$ cat config.mk
export PLATFORM = sky130hd
export DESIGN_NAME = prefetch_queue
export DESIGN_NICKNAME = d
export VERILOG_FILES = /design/src/rtl/prefetch_queue.sv
export SDC_FILE = /design/constraint.sdc
export NUM_CORES = 1
export LEC_CHECK = 0
export ABC_AREA = 1
export CAP_MARGIN = 20
export CORE_ASPECT_RATIO = 1.25
export CORE_UTILIZATION = 35
export CTS_CLUSTER_SIZE = 24
export DETAILED_ROUTE_END_ITERATION = 16
export GPL_TIMING_DRIVEN = 0
export PLACE_DENSITY = 0.64
export SLEW_MARGIN = 25
export SYNTH_ARGS = -nofsm -noshare
export SYNTH_HDL_FRONTEND = slang
export SYNTH_SLANG_ARGS = --single-unit
$ cat constraint.sdc
create_clock -name clk -period 5.1 [get_ports clk]
set_clock_uncertainty 0.05 [all_clocks]
set_input_delay 0.51 -clock clk [delete_from_list [all_inputs] [get_ports clk]]
set_output_delay 0.51 -clock clk [all_outputs]
set_load 0.03 [all_outputs]
$ cat src/rtl/prefetch_queue.sv
// Instruction prefetch queue: word fetcher, DEPTH-entry PC-tagged buffer and 16/32-bit
// instruction aligner. Optional perf counters are enabled with `define PREFETCH_PERF_EN.
module prefetch_queue #(
  parameter int unsigned     DEPTH    = 4,
  parameter int unsigned     XLEN     = 32,
  parameter logic [XLEN-1:0] RESET_PC = 32'h8000_0000
) (
  input  logic                       clk,
  input  logic                       rst_n,
  input  logic                       redirect_i,
  input  logic [XLEN-1:0]            redirect_pc_i,
  output logic                       mem_req_o,
  output logic [XLEN-1:0]            mem_addr_o,
  input  logic                       mem_ack_i,
  input  logic [31:0]                mem_data_i,
  input  logic                       mem_err_i,
  output logic                       instr_valid_o,
  input  logic                       instr_ready_i,
  output logic [31:0]                instr_o,
  output logic [XLEN-1:0]            instr_pc_o,
  output logic                       instr_is_comp_o,
  output logic                       instr_err_o,
  output logic [$clog2(DEPTH+1)-1:0] count_o
`ifdef PREFETCH_PERF_EN
  ,
  output logic [31:0]                stall_cnt_o,
  output logic [31:0]                flush_cnt_o
`endif
);

  localparam int unsigned     PW        = $clog2(DEPTH);
  localparam int unsigned     CW        = $clog2(DEPTH + 1);
  localparam logic [XLEN-1:0] WORD_MASK = {{(XLEN-2){1'b1}}, 2'b00};
  localparam logic [XLEN-1:0] HALF_MASK = {{(XLEN-1){1'b1}}, 1'b0};

  logic [31:0]     data_q [DEPTH];
  logic [DEPTH-1:0] err_q, err_d;
  logic [PW-1:0]   wr_ptr_q, wr_ptr_d, rd_ptr_q, rd_ptr_d, rd_nxt_s;
  logic [CW-1:0]   count_q, count_d;
  logic [XLEN-1:0] fetch_pc_q, fetch_pc_d, head_pc_q, head_pc_d, addr_q, addr_d;
  logic            req_q, req_d, discard_q, discard_d;

  logic [31:0] head_s, instr_s;
  logic [15:0] lo_s;
  logic        off_s, comp_s, avail_s, err_s;
  logic        ack_s, push_s, fire_s, pop_s;

  // Aligner: pick the instruction starting at head_pc out of the head word(s).
  always_comb begin
    rd_nxt_s = rd_ptr_q + PW'(1);
    head_s   = data_q[rd_ptr_q];
    off_s    = head_pc_q[1];
    lo_s     = off_s ? head_s[31:16] : head_s[15:0];
    comp_s   = (lo_s[1:0] != 2'b11);
    if (comp_s || !off_s) begin
      avail_s = (count_q >= CW'(1));
    end else begin
      avail_s = (count_q >= CW'(2));
    end
    if (comp_s) begin
      instr_s = {16'h0000, lo_s};
      err_s   = err_q[rd_ptr_q];
    end else if (!off_s) begin
      instr_s = head_s;
      err_s   = err_q[rd_ptr_q];
    end else begin
      instr_s = {data_q[rd_nxt_s][15:0], lo_s};
      err_s   = err_q[rd_ptr_q] | err_q[rd_nxt_s];
    end
  end

  assign instr_valid_o   = avail_s & ~redirect_i;
  assign instr_o         = avail_s ? instr_s : 32'h0000_0000;
  assign instr_err_o     = avail_s & err_s;
  assign instr_is_comp_o = comp_s;
  assign instr_pc_o      = head_pc_q;
  assign mem_req_o       = req_q;
  assign mem_addr_o      = addr_q;
  assign count_o         = count_q;

  assign ack_s  = req_q & mem_ack_i;
  assign push_s = ack_s & ~discard_q & ~redirect_i;
  assign fire_s = instr_valid_o & instr_ready_i;
  // A 32-bit instruction always ends the head word; a compressed one only at offset 1.
  assign pop_s  = fire_s & (~comp_s | off_s);

  // Next-state for buffer pointers, PCs, request handshake and discard tracking.
  always_comb begin
    err_d      = err_q;
    wr_ptr_d   = wr_ptr_q;
    rd_ptr_d   = rd_ptr_q;
    count_d    = count_q;
    fetch_pc_d = fetch_pc_q;
    head_pc_d  = head_pc_q;
    if (redirect_i) begin
      wr_ptr_d   = '0;
      rd_ptr_d   = '0;
      count_d    = '0;
      head_pc_d  = redirect_pc_i & HALF_MASK;
      fetch_pc_d = redirect_pc_i & WORD_MASK;
    end else begin
      if (push_s) begin
        err_d[wr_ptr_q] = mem_err_i;
        wr_ptr_d        = wr_ptr_q + PW'(1);
        fetch_pc_d      = fetch_pc_q + XLEN'(4);
      end else begin
        wr_ptr_d = wr_ptr_q;
      end
      if (pop_s) begin
        rd_ptr_d = rd_ptr_q + PW'(1);
      end else begin
        rd_ptr_d = rd_ptr_q;
      end
      if (fire_s) begin
        head_pc_d = head_pc_q + (comp_s ? XLEN'(2) : XLEN'(4));
      end else begin
        head_pc_d = head_pc_q;
      end
      count_d = count_q + CW'(push_s) - CW'(pop_s);
    end

    if (redirect_i) begin
      discard_d = req_q & ~mem_ack_i;
    end else if (ack_s) begin
      discard_d = 1'b0;
    end else begin
      discard_d = discard_q;
    end

    // An issued request holds its address until acked, even across a redirect.
    addr_d = addr_q;
    if (req_q && !mem_ack_i) begin
      req_d = 1'b1;
    end else if (redirect_i) begin
      req_d = 1'b0;
    end else if (count_d < CW'(DEPTH)) begin
      req_d  = 1'b1;
      addr_d = fetch_pc_d;
    end else begin
      req_d = 1'b0;
    end
  end

  // Control state registers.
  always_ff @(posedge clk or negedge rst_n) begin
    if (!rst_n) begin
      err_q      <= '0;
      wr_ptr_q   <= '0;
      rd_ptr_q   <= '0;
      count_q    <= '0;
      fetch_pc_q <= RESET_PC & WORD_MASK;
      head_pc_q  <= RESET_PC;
      addr_q     <= RESET_PC & WORD_MASK;
      req_q      <= 1'b0;
      discard_q  <= 1'b0;
    end else begin
      err_q      <= err_d;
      wr_ptr_q   <= wr_ptr_d;
      rd_ptr_q   <= rd_ptr_d;
      count_q    <= count_d;
      fetch_pc_q <= fetch_pc_d;
      head_pc_q  <= head_pc_d;
      addr_q     <= addr_d;
      req_q      <= req_d;
      discard_q  <= discard_d;
    end
  end

  // Word storage.
  always_ff @(posedge clk or negedge rst_n) begin
    if (!rst_n) begin
      for (int i = 0; i < DEPTH; i++) begin
        data_q[i] <= 32'h0000_0000;
      end
    end else if (push_s) begin
      data_q[wr_ptr_q] <= mem_data_i;
    end
  end

`ifdef PREFETCH_PERF_EN
  logic [31:0] stall_cnt_q, flush_cnt_q;

  // Saturating stall and flush counters.
  always_ff @(posedge clk or negedge rst_n) begin
    if (!rst_n) begin
      stall_cnt_q <= 32'h0000_0000;
      flush_cnt_q <= 32'h0000_0000;
    end else begin
      if (instr_ready_i && !instr_valid_o && (stall_cnt_q != 32'hFFFF_FFFF)) begin
        stall_cnt_q <= stall_cnt_q + 32'd1;
      end
      if (redirect_i && (flush_cnt_q != 32'hFFFF_FFFF)) begin
        flush_cnt_q <= flush_cnt_q + 32'd1;
      end
    end
  end

  assign stall_cnt_o = stall_cnt_q;
  assign flush_cnt_o = flush_cnt_q;
`endif

endmodule

-- After elaboration in Yosys (flattened, before gate mapping)
Cells that the tools add are included.
- add/sub/neg operators: 6
- order comparisons: 11
- equal/unequal tests: 1
- mux-type cells: 38
- bitwise operators: 18
- reductions and logical operators: 12
- operator list (kind ; count):
    $mux W32 ; 10
    $bmux W32 S2 ; 2
    $bwmux W128 ; 1
    $demux W32 S2 ; 1
    $mux W16 ; 3
    $add A32 B3 Y32 ; 1
    $add A32 B3 Y32 const B ; 1
    $mux W1 ; 11
    $ge A3 B3 Y1 const B ; 3
    $lt A2 B3 Y1 const B ; 3
    $not A2 Y3 ; 3
    $and A1 B1 Y1 ; 8
    $mux W2 ; 4
    $reduce_bool A2 Y1 ; 4
    $mux W3 ; 2
    $not A1 Y1 ; 5
    $add A2 B1 Y2 const B ; 2
    $bmux W1 S2 ; 2
    $bwmux W4 ; 1
    $add A3 B1 Y3 ; 1
    $ge A3 B1 Y1 const B ; 1
    $ge A3 B2 Y1 const B ; 1
    $logic_and A1 B1 Y1 ; 3
    $lt A3 B1 Y1 const B ; 1
    10 further kinds ; 12
- register bits: 237
- bits of input ports: 70
- output and inout bits: 103
- logic and storage cells: 99

-- Logic depth before layout (Yosys ltp)
Gate-level depths: netlist of the first run.
- depth after elaboration: 17
- mapped depth: 26
- mapped depth without buffers: 23

-- Worst setup path after synthesis of the first run
Ideal clock, no wire load.
- path kind: reg2reg
- start point: register head_pc_q[1] (netlist: instr_pc_o[1])
- end point: register addr_q[16] (netlist: mem_addr_o[16])
- arrival: 3.917 ns
- required time: 4.933 ns
- setup slack: 1.016 ns
- stages on the path, launching flop included: 22
- buffers on the path: 2
- period minus slack after synthesis: 4.084 ns
- cells stage by stage: dfrtp_1 clkbuf_1 inv_1 nand3_1 nand2_1 nor2_2 ha_1 nand2_1 o31ai_2 nand3_2 nor2_1 ha_1 inv_1 ha_1 fa_1 xor2_1 nand2_1 nor2_1 inv_1 clkbuf_1 nand2_1 nand2_1
- word-level cells in the longest chain between the ends: 11
- ends and longest elaborated chain (element ; line ; source):
    start: declaration ; 40 ; logic [XLEN-1:0] fetch_pc_q, fetch_pc_d, head_pc_q, head_pc_d, addr_q, addr_d;
    start signal: assignment ; 162 ; head_pc_q <= head_pc_d;
    $mux W16 ; 53 ; lo_s = off_s ? head_s[31:16] : head_s[15:0];
    $ne A2 B2 Y1 ; 54 ; comp_s = (lo_s[1:0] != 2'b11);
    $logic_or A1 B1 Y1 ; 55 ; if (comp_s || !off_s) begin
    $mux W1 ; 55 ;
    $and A1 B1 Y1 ; 72 ; assign instr_valid_o = avail_s & ~redirect_i;
    $and A1 B1 Y1 ; 83 ; assign fire_s = instr_valid_o & instr_ready_i;
    $and A1 B1 Y1 (*) ; 85 ; assign pop_s = fire_s & (~comp_s | off_s);
    $sub A3 B1 Y3 (*) ; 119 ; count_d = count_q + CW'(push_s) - CW'(pop_s);
    $mux W3 (*) ; 95 ; if (redirect_i) begin
    $lt A3 B3 Y1 (*) ; 136 ; end else if (count_d < CW'(DEPTH)) begin
    $reduce_and A3 Y1 (no line) (*) ; - ;
    end signal: assignment ; 153 ; addr_q <= RESET_PC & WORD_MASK;
    end signal: assignment ; 163 ; addr_q <= addr_d;
    end: declaration ; 40 ;
Mark *: on every way between the ends. The rest lies on a longest branch, timed or not.
A chain may end at the register's enable or synchronous reset.

-- Worst setup path in the final report of the first run
- start point: register rd_ptr_q[0]
- end point: output port instr_o[25]
- word-level cells in the longest chain between the ends: 9
- ends and longest elaborated chain (element ; line ; source):
    start: declaration ; 38 ; logic [PW-1:0] wr_ptr_q, wr_ptr_d, rd_ptr_q, rd_ptr_d, rd_nxt_s;
    start signal: assignment ; 159 ; rd_ptr_q <= rd_ptr_d;
    branches (longest 8 deep; another with $add A2 B1 Y2) ; - ;
    $mux W32 (*) ; 73 ; assign instr_o = avail_s ? instr_s : 32'h0000_0000;
    end: declaration ; 19 ; output logic [31:0] instr_o,
Every way passes the cells marked *. The select of a mux whose other input is x is not followed.

==> results of run 1 <==
==> layer usage <==
metal / part of all wire [%] / vias up / global-route usage, %
li1: - / 5782 / -
met1: 38 / 5824 / 29.7
met2: 49 / 596 / 42.7
met3: 7.7 / 122 / 3.94
met4: 4.6 / 0 / 11.3
met5: 0 / - / 0
==> worst paths after layout <==
path / slack (ns) / depth (start not counted) / start / endpoint
setup / recovery: 0.28 / 18 / rd_ptr_q[0]$_DFFE_PN0P_ / instr_o[25]
setup reg to reg: 0.38 / 24 / rd_ptr_q[0]$_DFFE_PN0P_ / mem_addr_o[1]$_DFFE_PN0P_
hold reg to reg: 0.42 / 2 / mem_addr_o[31]$_DFFE_PN1P_ / mem_addr_o[31]$_DFFE_PN1P_
max in group asynchronous: 3.68 / 3 / rst_n / instr_pc_o[31]$_DFFE_PN1N_
min in group asynchronous: 0.44 / 2 / rst_n / data_q[59]$_DFFE_PN0P_
hold / removal: 0.28 / 3 / redirect_i / fetch_pc_q[23]$_DFF_PN0_
==> final cells by class <==
cell class | instances | share of cell area (%)
clock inverters | 9 | 0.682
repair buffers | 173 | 11.1
inverters | 123 | 2.92
plain buffers | 92 | 3.09
well taps | 474 | 3.72
clock buffers | 42 | 5.41
multi-input cells | 1170 | 36.1
flip-flops and latches | 236 | 37.0
==> stage by stage <==
step / hold slack, ns / area [um2] / util [%] / std cells
6_report: 0.284 / 16000 / 45.1 / 2319
5_1_grt: 0.304 / 16000 / 45.1 / 2319
4_1_cts: 0.268 / 16000 / 45.1 / 2318
3_5_place_dp: 0.410 / 14900 / 42.2 / 2266
3_3_place_gp: 0.407 / 14900 / 42.1 / 2264
2_1_floorplan: 0.164 / 12600 / - / 1621
==> flip-flops by register name, summed over array words and instances (netlist names) <==
signal	flops
count_o	3
data_q	128
discard_q	1
err_q	4
fetch_pc_q	32
instr_pc_o	31
mem_addr_o	32
mem_req_o	1
rd_ptr_q	2
wr_ptr_q	2
==> cells by family (layout without fill, tap and decap cells) <==
| logic type | after synthesis | count (layout) |
|---|---|---|
| other | 1 | 1 |
| buffers and inverters | 215 | 439 |
| and+or+nand+nor | 783 | 783 |
| DFF | 236 | 236 |
| xor gates and xnor gates | 6 | 6 |
| adders and majority gates | 14 | 14 |
| AOI/OAI and AO/OA | 366 | 366 |
==> power breakdown <==
part	total, mW	leakage, nW	switching [mW]	internal, mW
Clock	2.08	0.483	0.813	1.26
Sequential	2.84	3.03	0.442	2.40
Combinational	3.55	3.79	2.23	1.32
Total	8.47	7.31	3.49	4.98
==> tightest hold or removal path: stages <==
cell and delay [ns]:
buf_6 0.12, nand2_1 0.14, nand2_1 0.07
==> layout by cell type (no fill, tap or decap), types with 3 or more instances in the layout <==
cell type,n
clkbuf_1,35
nand4_1,17
o21bai_1,4
o221a_2,14
clkinv_2,5
o21ai_1,36
buf_6,8
nor2_4,9
o221ai_1,16
a21oi_1,51
a21boi_0,5
buf_1,4
ha_1,12
nand2_1,511
nor2_2,4
clkbuf_16,28
inv_1,117
buf_4,12
xor2_1,6
nand2_2,6
o211ai_1,9
nor2_1,134
clkdlybuf4s50_1,168
nand3b_1,4
nor3_1,10
inv_2,5
clkbuf_8,11
o22ai_1,16
a32o_1,14
dfrtp_1,233
nand3_1,77
dfstp_2,3
buf_2,34
a31oi_1,14
clkbuf_2,3
o21ai_0,167
nand3_4,4
a211oi_1,15
==> repair_timing <==
item | CTS | global route
resized for setup | 10 | 0
hold buffers | 1 | 0
endpoints found under the setup margin | 55 | 43
buffers inserted | 0 | 1
hold endpoints to repair | 58 | 0
pin swaps | 1 | 3
==> impl_results.md, run 1 <==
* Most frequent cell after synthesis: nand2_1
* Tmin final at a little under 5 ns
* Max-slew violations at 0
* HP Class: in2reg
* WS Path Type: reg2out
* Wire per inst at about 19 um
* Hpwl dp at roughly 33000 um
* Worst EP arrival at approximately 4.3 ns
* Avg Inst Size Synth at between 7 and 8 um2
* FILL cells at approximately 3.5k
* Worst EP required at about 4.5 ns
* Final setup margin at ~0.28 ns
* Initial Utilization at between 30% and 40%
* Worst path max stage delay at roughly 0.7 ns
* Post-synthesis register bit count at 236
* Slew @ Worst Pin at 0.794 ns
* Share of the synthesized area in the top cell type at 46.3%
* Clk slew on worst S/H paths at 0.06 ns
* P_leak at between 7 and 8 nW
* Place WS at -1.04 ns
* Multiplexer area fraction after synthesis at 0%
* GRT overflow at 0
* Synth area leader: dfrtp_1
* # DRC at 0
* Top FF cell, synth: dfrtp_1
* Worst vdd ir at 0.000299 V
* Fin nets at approximately 1.9k
* Register area at between 0.005 and 0.006 mm2
* CP Cell Sequence: buf_6, inv_2, buf_6, nand2_1, nand3_1, nand2_1, nand2_1, nand2_1, nor2_4, ha_1, nand2_1, o31ai_4, o211ai_1, inv_2, nand3_4, buf_6, nor2_1, clkdlybuf4s50_1
* Routability cong. at slightly below 1
* GRT Overall Usage at around 25%
* Fraction of registers with async set/reset at 100%
* Worst-case clock buffer depth at 3
* Main combinational cell family by area after synthesis: simple AND/OR/NAND/NOR gates
* Pwr Total at about 8.5 mW
* Critical path's most frequent cell: nand2_1
* Clk Tree Root Cell: clkbuf_16
* MaxCap Viol Count at 0
* DIE HEIGHT at ~210 um
* Final setup violation count at 0
* First drt pass iteration count at 6
* First-pass GRT wire length at around 70000 um
* Later-pin clock latency in the skew report at around 0.56 ns
* Worst Setup End Kind: primary output
* Chip width at around 170 um
* Post-route ant nets at 0
* Initial antenna violation count at 0
* TritonCTS buffer count at 28
* Top cells by area, synth: dfrtp_1, nand2_1, o21ai_0
* Core area at between 0.03 and 0.04 mm2
* Synth warn at 0
* Worst Setup Start Kind: flop
* I/O Buffers at between 150 and 200
* Final WL at around 45000 um
* Slowest CP cell: clkdlybuf4s50_1
* Syn Nets at around 1.7k
* Cells after Synth at approximately 1.6k
* Crit path buffers/inverters at 6
* Synth cell count leaders: nand2_1, dfrtp_1, o21ai_0, nor2_1, inv_1
* Synth Cell Area at 0.0126 mm2
* Vias in the first global route at 12.4k
* Routed via count at around 12k
* CTS tree: done
* Die area at 0.0367 mm2
* Multi-input gate area at ~0.0058 mm2
* Setup TNS at 0 ns
* Largest net degree at the start of global routing at 91
* Final period utilization at around 94%
* Max Fclk at 0.208 GHz
* Post-Synth Simple-Gate Area at a little over a quarter
* Number of diodes at 0
* Site Rows at 77
* Power per standard cell area at approximately 530 mW/mm2
* Crit Path Max Fanout at 10
* DR iter-0 viols at approximately 1.1k
* Register area share after synthesis at between 40 and 50%
* Library cells used by synthesis at 45
* Slew headroom at 47.1%
* Area delta synth->final at 26.8%
* Xor/xnor share of the synthesized area at 0.418%
* Top Ports at 173
* CP delay by family, top: buffers and inverters
* DR vias/cell at 5.31
* Synth Area in Adders at 1.51%
* Fraction of layout instances using a drive strength above 1 at 8.83%
* Post-synth EDFFs at 0
* CTS Sinks at between 200 and 250
* H-tree level count at 1
* Synth Area in Compound Gates at 17.4%
* Final Hold Viols at 0
* Status: finished clean
No activity file was read; power rests on OpenSTA's default activity.
==> run 2: changes to the inputs <==
--- a/config.mk
+++ b/config.mk
@@ -14,3 +14,3 @@
 export GPL_TIMING_DRIVEN = 0
-export PLACE_DENSITY = 0.64
+export PLACE_DENSITY = 0.66
 export SLEW_MARGIN = 25
==> constraint.sdc (replaced) <==
create_clock -name clk -period 3.9 [get_ports clk]
set_clock_uncertainty 0.05 [all_clocks]
set_input_delay 0.39 -clock clk [delete_from_list [all_inputs] [get_ports clk]]
set_output_delay 0.39 -clock clk [all_outputs]
set_load 0.1 [all_outputs]
==> run 2 against run 1 <==
  * Die area unchanged
  * Sequential cell count unchanged
  * Clock power up 41%
  * Clock-buffer cell count down 7
  * Largest power group unchanged
==> impl_results.md, run 2 (synthesized netlist as in run 1, its figures left out) <==
* Worst path max stage delay at 0.37 ns (was 0.71 ns)
* First drt pass iteration count at 6 (unchanged)
* Final Hold Viols at 0 (unchanged)
* Critical path's most frequent cell: nand2_4 (was nand2_1)
* First-pass GRT wire length at 72900 um (was 69600 um)
* Start point of the critical path: rd_ptr_q[0]$_DFFE_PN0P_ (unchanged)
* Initial antenna violation count at 0 (unchanged)
* Tmin final at between 3 and 4 ns
* Post-route ant nets at 0 (unchanged)
* Final setup margin at 0.0571 ns (was 0.283 ns)
* Core area at 0.0354 mm2 (unchanged)
* Worst R2R Start: rd_ptr_q[0]$_DFFE_PN0P_ (unchanged)
* Setup TNS at 0 ns (unchanged)
* WS Path Type: reg2reg (was reg2out)
* TritonCTS buffer count at 28 (unchanged)
* HP Class: in2reg (unchanged)
* Vias in the first global route at 12.9k (was 12.4k)
* Routed via count at 12.8k (was 12.3k)
* Final period utilization at between 90 and 100%
* Top sig layer: met4 (unchanged)
* Max FFs per register at 128 (unchanged)
* Worst Setup End Kind: flop (was primary output)
* Fin nets at 1946 (was 1908)
* Die area at 0.0367 mm2 (unchanged)
* Power per standard cell area at 849 mW/mm2 (was 531 mW/mm2)
* Hpwl dp at 33900 um (was 33200 um)
* Length of routed met3 wiring at 3450 um (was 3460 um)
* Initial Utilization at 35.6% (unchanged)
* Slew headroom at 29.0% (was 47.1%)
* Hold Crit Start: redirect_i (unchanged)
* Number of diodes at 0 (unchanged)
* Worst vdd ir at 0.000895 V (was 0.000299 V)
* I/O Buffers at 169 (unchanged)
* Clk Tree Root Cell: clkbuf_16 (unchanged)
* Fraction of layout instances using a drive strength above 1 at 17.9% (was 8.83%)
* Max-slew violations at 0 (unchanged)
* Site Rows at 77 (unchanged)
* Final Cell Area at 0.0171 mm2 (was 0.0160 mm2)
* DIE HEIGHT at 214 um (unchanged)
* Max Fclk at 0.260 GHz
* Pwr Total at 14.5 mW (was 8.47 mW)
* Routability cong. at 0.973 (was 0.994)
* Worst Setup Start Kind: flop (unchanged)
* Slowest CP cell: dfrtp_1 (was clkdlybuf4s50_1)
* Later-pin clock latency in the skew report at 0.56 ns (about the same)
* # DRC at 0 (unchanged)
* RSZ-0062 raised after global routing: yes
* Worst EP required at 4.33 ns (was 4.54 ns)
* Most common cell after layout, fill and taps aside: nand2_1 (unchanged)
* Wire length on met2 at 22700 um (was 22100 um)
* MaxCap Viol Count at 0 (unchanged)
* Wire per inst at 20.2 um (was 19.3 um)
* DR vias/cell at 5.44 (was 5.31)
* Clk slew on worst S/H paths at 0.07 ns (was 0.06 ns)
* Final WL at 47600 um (was 44800 um)
* Largest net degree at the start of global routing at 93 (was 91)
* Met1 WL at 18400 um (was 17200 um)
* CTS tree: done (unchanged)
* Slew @ Worst Pin at 1.06 ns (was 0.794 ns)
* Final setup violation count at 0 (unchanged)
* Hold WS at 0.187 ns (was 0.284 ns)
* Post-place instance area at 0.0151 mm2 (was 0.0149 mm2)
* Top Ports at 173 (unchanged)
* H-tree level count at 1 (unchanged)
* P_leak at 7.77 nW (was 7.31 nW)
* CTS Sinks at 236 (unchanged)
* GRT Overall Usage at 25.8% (was 24.7%)
* Most frequent cells in the layout: nand2_1, dfrtp_1, o21ai_0 (was nand2_1, dfrtp_1, clkdlybuf4s50_1)
* Crit Path Max Fanout at 8 (was 10)
* FILL cells at 3410 (was 3522)
* GRT overflow at 0 (unchanged)
* DR iter-0 viols at 1351 (was 1090)
* Place WS at -1.03 ns (was -1.04 ns)
* Area delta synth->final at 35.5% (was 26.8%)
* Status: finished clean (unchanged)
* Worst-case clock buffer depth at 3 (unchanged)
* Worst EP arrival at 4.27 ns (was 4.26 ns)
* Largest register by flop count: data_q (unchanged)
* Chip width at 172 um (unchanged)
-- run 2: metrics by stage --
| step | utilization, % | std cells |
|---|---|---|
| 2_1_floorplan | - | 1621 |
| 3_3_place_gp | 42.6 | 2264 |
| 3_5_place_dp | 42.8 | 2266 |
| 4_1_cts | 47.1 | 2348 |
| 5_1_grt | 48.2 | 2358 |
| 6_report | 48.2 | 2358 |
-- run 2: path summary, 6_finish.rpt --
kind | slack [ns] | depth (start not counted) | to
max | 0.06 | 25 | mem_addr_o[23]$_DFFE_PN0P_
min | 0.19 | 4 | fetch_pc_q[19]$_DFF_PN0_
max reg2reg | 0.06 | 25 | mem_addr_o[23]$_DFFE_PN0P_
min reg2reg | 0.42 | 2 | mem_addr_o[31]$_DFFE_PN1P_
max in group asynchronous | 2.61 | 3 | data_q[7]$_DFFE_PN0P_
min in group asynchronous | 0.33 | 2 | data_q[88]$_DFFE_PN0P_
-- run 2: worst max-delay path: cells and delay by family, from the launching register on --
| kind | cells | cell delay (ns) |
|---|---|---|
| AND/OR/NAND/NOR | 12 | 1.14 |
| adder cells (fa/ha/maj) | 4 | 0.84 |
| buffers and inverters | 6 | 0.69 |
| AO/OA/AOI/OAI | 2 | 0.47 |
| flip-flops | 1 | 0.37 |
| XOR/XNOR | 1 | 0.18 |
-- run 2: metal layers --
metal	track usage (%)	vias up
li1	-	5859
met1	31.4	6187
met2	42.0	619
met3	4.36	165
met4	16.6	0
met5	0	-
-- run 2: where the power goes --
group | internal (mW) | switching, mW
clock network | 1.79 | 1.15
registers | 3.14 | 0.673
logic | 2.28 | 5.45
-- run 2: what timing repair did --
item	CTS	global route
pin swaps	22	24
hold buffers	1	0
gates resized for setup	243	102
endpoints found under the hold margin	57	0
cloned	3	3
buffers inserted	26	9
setup endpoints to repair	69	63
-- run 2: area by class of cell --
| type | count | area, um2 | area share (%) |
|---|---|---|---|
| Multi-Input combinational cell | 1170 | 6250 | 36.6 |
| Buffer | 92 | 588 | 3.45 |
| Clock buffer | 35 | 798 | 4.68 |
| Tap cell | 474 | 593 | 3.48 |
| Clock inverter | 17 | 234 | 1.37 |
| Inverter | 123 | 480 | 2.82 |
| Sequential cell | 236 | 5910 | 34.7 |
| Timing Repair Buffer | 211 | 2200 | 12.9 |
